<file path="config.mk">
export PLATFORM = sky130hd
export DESIGN_NAME = sync_fifo
export DESIGN_NICKNAME = d
export VERILOG_FILES = /design/src/rtl/sync_fifo.sv
export SDC_FILE = /design/constraint.sdc
export NUM_CORES = 1
export LEC_CHECK = 0
export ABC_CLOCK_PERIOD_IN_PS = 4110
export BUFFER_PORTS_ARGS = -buffer_cell sky130_fd_sc_hd__buf_4
export CORE_MARGIN = 10
export CORE_UTILIZATION = 50
export CTS_CLUSTER_DIAMETER = 120
export CTS_CLUSTER_SIZE = 28
export DETAILED_ROUTE_END_ITERATION = 7
export PLACE_DENSITY_LB_ADDON = 0.25
export SYNTH_ARGS = -nofsm -noshare
export SYNTH_HDL_FRONTEND = slang
export SYNTH_SLANG_ARGS = --single-unit
</file>
<file path="constraint.sdc">
create_clock -name clk -period 4.11 [get_ports clk]
set_input_delay 0.822 -clock clk [delete_from_list [all_inputs] [get_ports clk]]
set_output_delay 0.822 -clock clk [all_outputs]
set_load 0.03 [all_outputs]
</file>
<file path="src/rtl/sync_fifo.sv">
// Single-clock FIFO with registered read data, occupancy count and
// one-cycle overflow/underflow pulses for scoreboard checking.
module sync_fifo #(
  parameter int WIDTH = 16,
  parameter int DEPTH = 16,
  localparam int AW = $clog2(DEPTH)
) (
  input  logic             clk,
  input  logic             rst_n,
  input  logic             wr_en,
  input  logic [WIDTH-1:0] data_in,
  input  logic             rd_en,
  output logic [WIDTH-1:0] data_out,
  output logic             empty,
  output logic             full,
  output logic [AW:0]      count,
  output logic             overflow,
  output logic             underflow
);

  localparam logic [AW:0] PTR_ONE = (AW+1)'(1);

  logic [WIDTH-1:0] mem [DEPTH];
  logic [AW:0]      wr_ptr;
  logic [AW:0]      rd_ptr;
  logic             wr_accept;
  logic             rd_accept;

  // Pointers carry an extra wrap bit so equal low bits distinguish full from empty.
  assign empty     = (wr_ptr == rd_ptr);
  assign full      = (wr_ptr[AW] != rd_ptr[AW]) && (wr_ptr[AW-1:0] == rd_ptr[AW-1:0]);
  assign count     = wr_ptr - rd_ptr;
  assign wr_accept = wr_en && !full;
  assign rd_accept = rd_en && !empty;

  // Storage is deliberately left out of reset.
  always_ff @(posedge clk) begin
    if (wr_accept) begin
      mem[wr_ptr[AW-1:0]] <= data_in;
    end
  end

  always_ff @(posedge clk or negedge rst_n) begin
    if (!rst_n) begin
      wr_ptr    <= '0;
      rd_ptr    <= '0;
      data_out  <= '0;
      overflow  <= 1'b0;
      underflow <= 1'b0;
    end else begin
      overflow  <= wr_en && full;
      underflow <= rd_en && empty;
      if (wr_accept) begin
        wr_ptr <= wr_ptr + PTR_ONE;
      end
      if (rd_accept) begin
        data_out <= mem[rd_ptr[AW-1:0]];
        rd_ptr   <= rd_ptr + PTR_ONE;
      end
    end
  end

endmodule

</file>
==> results.md, run 1 <==
* Fin Setup TNS at 0 ns
* CP required at approximately 3.3 ns
* Clock Latency Late Sink at around 0.5 ns
* Number of synthesized register bits at 284
* Synthesized cell area at 11100 um^2
* Post-CTS setup buffer count at 0
* First-pass GRT wire length at 36100 um
* Post-synth top area share at 0.691
* Sequential area share after synthesis at 0.754
* Slowest CP cell: dfrtp_1
* Tcrit/Tclk final at 0.801
* CP startpoint kind: register
* Pre-antenna DRT Iters at 5
* Via count at 5549
* Crit-path most repeated cell: inv_1
* Max VDD drop at roughly 0.48 mV
* Leak at 4.17 nW
* Ys Warns at 0
* CTS Buf Count at 14
* Slew of the pin with the lowest slew margin at 1.01 ns
* Clock Path Buffers at 3
* Pwr/cell area at between 600 and 700 nW/um^2
* Hold buffer count at cts at 0
* Total power draw at 8.42 mW
* DRC violation total after the first TritonRoute iteration at 461
* Antenna-violating nets left at 0
* Largest net degree at the start of global routing at between 50 and 60
* Grt total ovfl at 0
* Initial core utilization at 0.508
* Hold Fails Final Rpt at 0
* CTS tree: built
* Fin util at 0.561
* Die area at 28600 um^2
* Via density at 5.98
* Rel. slew slack at 0.317
* Initial antenna violation count at 0
* P&R area growth vs syn at 10.4%
* Post-DP HPWL at 14400 um
* Crit path kind: reg2out
* Worst hold margin at 0.261 ns
* Synth unique cells at 33
* Clock transition at path regs at around 0.11 ns
* Top post-synthesis cells by area: edfxtp_1 (69%), dfrtp_1 (6.3%), mux2i_1 (5.8%)
* Clock Sinks at between 200 and 300
* Worst-path maximum fanout at 4
* Commonest non-fill, non-tap cell in the layout: edfxtp_1
* Layout cells sized above 1 at 0.207
* DRC errors left at 0
* Yosys top cell by area: edfxtp_1
* Run status: completed
* Max Slew Vio Count at 0
* Mapped Cells at 585
* Crit-path max cell delay at 0.43 ns
* RSZ-0062 raised after global routing: false
* CTS Root Cell: clkbuf_16
* Overall die width at 169 um
* Final GP Congestion at about 0.82
* Die Y at between 150 and 200 um
* Crit path cell chain: inv_1 -> ha_1 -> inv_1 -> fa_1 -> a21o_1 -> a21oi_1 -> xnor2_1 -> buf_4
* Worst setup EP type: output port
* Vias in the first global route at ~5600
* Final setup viols at 0
* Drt total wl at ~24000 um
* Core ar. at 21900 um^2
* Max-Cap Viols at 0
* Placed cells at 904
* GR Util All Layers at 0.166
* Syn_area_per_cell at 19.0 um^2
* CP arrival at 2.47 ns
* IO Count at 45
* Commonest cells after routing, fill and taps aside: edfxtp_1 (256), buf_4 (69), mux2i_1 (64), o22ai_1 (32)
* # resized after CTS at 0
* Max frequency at 0.304 GHz
* Final Skew at 0.0408 ns
* Worst min path class: in2async
* H-tree Lvls at 1
* Final cell count without fillers at 928
* Syn Nets at between 600 and 700
* Period minus WS final at 3.29 ns
* Routed WL per cell at 25.8 um
* Port buffer count at 44
* Antenna cells at 0
* # rows at 54
* Final net count at 670
## cells in the mapped netlist, drive strengths merged
cell type	count
mux4	32
inv	11
o21a	2
clkinv	1
nand2	4
xnor2	10
o21ai	3
mux2	16
buf	16
nor2	22
mux2i	64
clkbuf	14
nand3b	2
edfxtp	256
dfrtp	28
and2	6
nand3	2
xor2	3
a211oi	16
nand4	5
nor3b	1
or3b	1
o22ai	32
fa	1
a21o	2
ha	9
nor4	4
a21oi	18
and3	4
## cell families after synthesis
group	synth area share
flip-flops	0.754
multiplexers	0.141
AO/OA/AOI/OAI	0.0409
AND/OR/NAND/NOR	0.0232
buffers and inverters	0.0197
XOR/XNOR	0.0102
adder cells (fa/ha/maj)	0.0119
## metrics by stage
stage	setup slack [ns]	instance area [um^2]
3_3_place_gp	1.19	11900
2_1_floorplan	0.321	11100
4_1_cts	0.796	12300
3_5_place_dp	1.05	11900
6_report	0.817	12300
5_1_grt	0.696	12300
## path summary, 6_finish.rpt
path / startpoint / endpoint / slack, ns / cells after the start
worst max-delay path: wr_ptr[0] / count[4] / 0.82 / 8
worst min-delay path: rst_n / wr_ptr[0] / 0.26 / 1
worst max register to register: wr_ptr[2] / mem[6][12] / 0.93 / 5
worst min register to register: wr_ptr[4] / wr_ptr[4] / 0.54 / 1
max in group asynchronous: rst_n / rd_ptr[1] / 3.49 / 1
min in group clk: wr_ptr[4] / wr_ptr[4] / 0.54 / 1
## sequential cells by signal (all words and copies together), names as in the netlist
signal     cells
wr_ptr         5
mem          256
overflow       1
data_out      16
rd_ptr         5
underflow      1
## critical path: cells and delay by family (launching register included)
kind	cells	cell delay, ns
AOI/OAI and AO/OA	2	0.40
DFF	1	0.43
adders and majority gates	2	0.57
xor gates and xnor gates	1	0.16
buffers and inverters	3	0.41
## per-layer routing
layer	routed length [um]	GRT usage	vias to the layer above
met2	11100	0.258	192
met5	0	0	-
met1	10800	0.244	2882
met4	359	0.0308	0
met3	1730	0.0292	26
li1	-	-	2449
## power breakdown
group / total [mW] / internal (mW) / switching, mW
Combinational: 3.11 / 1.27 / 1.85
Clock: 1.56 / 0.702 / 0.863
Sequential: 3.74 / 3.55 / 0.191
Total: 8.42 / 5.51 / 2.90
## area by class of cell
class / instances / area (um^2)
Clock buffer: 23 / 405
Clock inverter: 1 / 30.0
Fill cell: 1688 / 9600
Inverter: 12 / 45.0
Multi-Input combinational cell: 259 / 2550
Sequential cell: 284 / 8390
Tap cell: 280 / 350
Timing Repair Buffer: 69 / 518
No activity file was read; power rests on OpenSTA's default activity.
==> run 2, diff against run 1 <==
- ABC_CLOCK_PERIOD_IN_PS: 4110 -> 2650
- clock period: 4.11 -> 2.65 ns (I/O delays scaled with it)
==> run 2 against run 1 <==
  * The flow now finishes with violations (negative setup slack)
  * First-iteration DRC count grew 5.6%
  * Critical path depth is the same
  * Final area grew 1.5%
  * Non-clock buffer count grew 5
  * Clock power grew 54%
  * Sequential share of layout area shrank 1.0 points
  * Setup slack lost 0.84 ns
  * Global-route usage shrank 1.2 points
  * Highest routed layer unchanged
==> results.md, run 2 (synthesis results as in run 1) <==
* Fin util at 0.570 (+0.00846)
* Final net count at 675 (+0.75%)
* Slowest CP cell: dfrtp_1
* Clock Sinks at 284 (unchanged)
* RSZ-0062 raised after global routing: true
* Crit-path most repeated cell: inv_2
* Reg2reg end: mem[10][12]
* Pwr/cell area at 1060 nW/um^2 (+55%)
* Commonest non-fill, non-tap cell in the layout: edfxtp_1
* Worst setup path start: wr_ptr[0]
* Worst slack at placement at 0.264 ns (-0.785 ns)
* Overall die width at 169 um (unchanged)
* Rel. slew slack at 0.521 (+0.204)
* Initial core utilization at 0.508 (unchanged)
* Post-DP HPWL at 13600 um (-5.4%)
* Clock Latency Late Sink at 0.50 ns (about the same)
* R2R Path Start: rd_ptr[1]
* Crit-path max cell delay at 0.41 ns (-0.02 ns)
* CTS tree: built
* Hold Fails Final Rpt at 0 (unchanged)
* Port buffer count at 44 (unchanged)
* Finished Cell Area at 12500 um^2 (+1.5%)
* Worst setup EP type: output port
* Max Slew Vio Count at 0 (unchanged)
* Drt total wl at 22600 um (-5.8%)
* Reg-to-reg slack, setup at 0.22 ns (-0.71 ns)
* Worst-path maximum fanout at 2 (-2)
* Placed cell area at 12000 um^2 (+0.96%)
* H-tree Lvls at 1 (unchanged)
* Antenna-violating nets left at 0 (unchanged)
* Clock transition at path regs at 0.11 ns (about the same)
* Worst min path class: in2reg
* Max-Cap Viols at 0 (unchanged)
* CP startpoint kind: register
* CTS Buf Count at 14 (unchanged)
* Slew of the pin with the lowest slew margin at 0.717 ns (-0.297 ns)
* Crit path max-delay family: adder cells
* Die Y at 169 um (unchanged)
* Final Skew at 0.0342 ns (-0.00652 ns)
* Crit path cell chain: inv_2 -> ha_4 -> inv_2 -> fa_2 -> a21o_1 -> a21oi_2 -> xnor2_1 -> buf_4
* Pre-antenna DRT Iters at 5 (unchanged)
* # rows at 54 (unchanged)
* Leak at 4.20 nW (+0.64%)
* Max frequency at 0.374 GHz
* Die area at 28600 um^2 (unchanged)
* CTS Root Cell: clkbuf_16
* Via density at 5.89 (-1.6%)
* Tcrit/Tclk final at 1.01
* Commonest cells after routing, fill and taps aside: edfxtp_1 (256), buf_4 (71), mux2i_1 (64), o22ai_1 (32)
* Antenna cells at 0 (unchanged)
* Max reg flops at 256 (unchanged)
* CP required at 2.12 ns (-1.17 ns)
* Violated checks: negative setup slack
* First-pass GRT wire length at 34200 um (-5.5%)
* Core ar. at 21900 um^2 (unchanged)
* Largest net degree at the start of global routing at 99 (+71%)
* Initial antenna violation count at 0 (unchanged)
* Min setup slack post-route at -0.0250 ns (-0.842 ns)
* DRC violation total after the first TritonRoute iteration at 487 (+5.6%)
* Clock Path Buffers at 3 (unchanged)
* Final setup viols at 1 (+1)
* Grt total ovfl at 0 (unchanged)
* DRC errors left at 0 (unchanged)
* Final GP Congestion at 0.842 (+2.1%)
* Crit path kind: reg2out
* Layout cells sized above 1 at 0.247 (+0.0401)
* Run status: finished with violations
* Via count at 5486 (-1.1%)
* IO Count at 45 (unchanged)
* Vias in the first global route at 5583 (-1.1%)
* Routed WL per cell at 24.2 um (-6.2%)
* FF-to-FF path depth at 6 (+1)
* Hold depth at 2
* Bufs and invs on worst path at 3 (unchanged)
* CP arrival at 2.15 ns (-0.32 ns)
* Hold Path End: underflow
* Max VDD drop at 0.784 mV (+64%)
* Hold Startpoint: rd_en
* Period minus WS final at 2.68 ns
* P&R area growth vs syn at 12.1%
* GR Util All Layers at 0.155 (-0.0115)
* # fillers at 1628 (-3.6%)
* Fin Setup TNS at -0.0250 ns (-0.0250 ns)
* Worst hold margin at 0.246 ns (-0.0152 ns)
[run 2: cell count changes in the layout (fill, tap and decap cells not counted), sizes merged]
cell / change
clkinvlp: +1
dlygate4sd3: +1
inv: -1
clkbuf: -1
buf: +4
[run 2: how the worst max path moves through the flow]
stage               cells past startpoint  slack [ns]          to
floorplan                               9        0.02  mem[10][0]
global placement                        8        0.31    count[4]
finish                                  8       -0.03    count[4]
detailed placement                      8        0.26    count[4]
CTS                                     8       -0.03    count[4]
global route                            8       -0.09    count[4]
[run 2: routing by layer]
layer | track usage | wire length (um) | up-vias
li1 | - | - | 2450
met4 | 0.0326 | 314 | 0
met3 | 0.0211 | 1100 | 28
met2 | 0.267 | 11800 | 137
met5 | 0 | 0 | -
met1 | 0.205 | 9380 | 2871
[run 2: report_power, final]
part           internal [mW]  switching [mW]  total (mW)  leakage, nW
Sequential              5.50           0.243        5.75         2.64
Combinational           2.16            2.94        5.11         1.35
Clock                   1.08            1.32        2.40        0.205
[run 2: timing repair]
item,4_1_cts,5_1_grt
gates resized for setup,6,3
endpoints found under the hold margin,28,0
setup buffers,3,1
endpoints found under the setup margin,1,3
hold buffers,1,0
pin swaps,5,5
[run 2: cell type report]
class                           count  area, um^2  area share
Sequential cell                   284        8390       0.673
Multi-Input combinational cell    259        2670       0.214
Timing Repair Buffer               74         583      0.0467
Clock buffer                       22         402      0.0322
Tap cell                          280         350      0.0281
Inverter                           12        48.8     0.00391
Clock inverter                      1        30.0     0.00241
[run 2: metrics by stage]
step | power (mW) | std cells
floorplan | 9.34 | 585
global placement | 10.7 | 904
detailed placement | 10.8 | 904
CTS | 13.3 | 931
global route | 13.9 | 932
finish | 13.3 | 932
[run 2: worst register-to-register path, stage by stage, from the launching register on]
cell and delay, ns:
dfrtp_4 0.51, inv_2 0.09, ha_1 0.24, nand4_1 0.19
o21ai_4 0.08, nor3b_1 0.35, and2_2 0.58
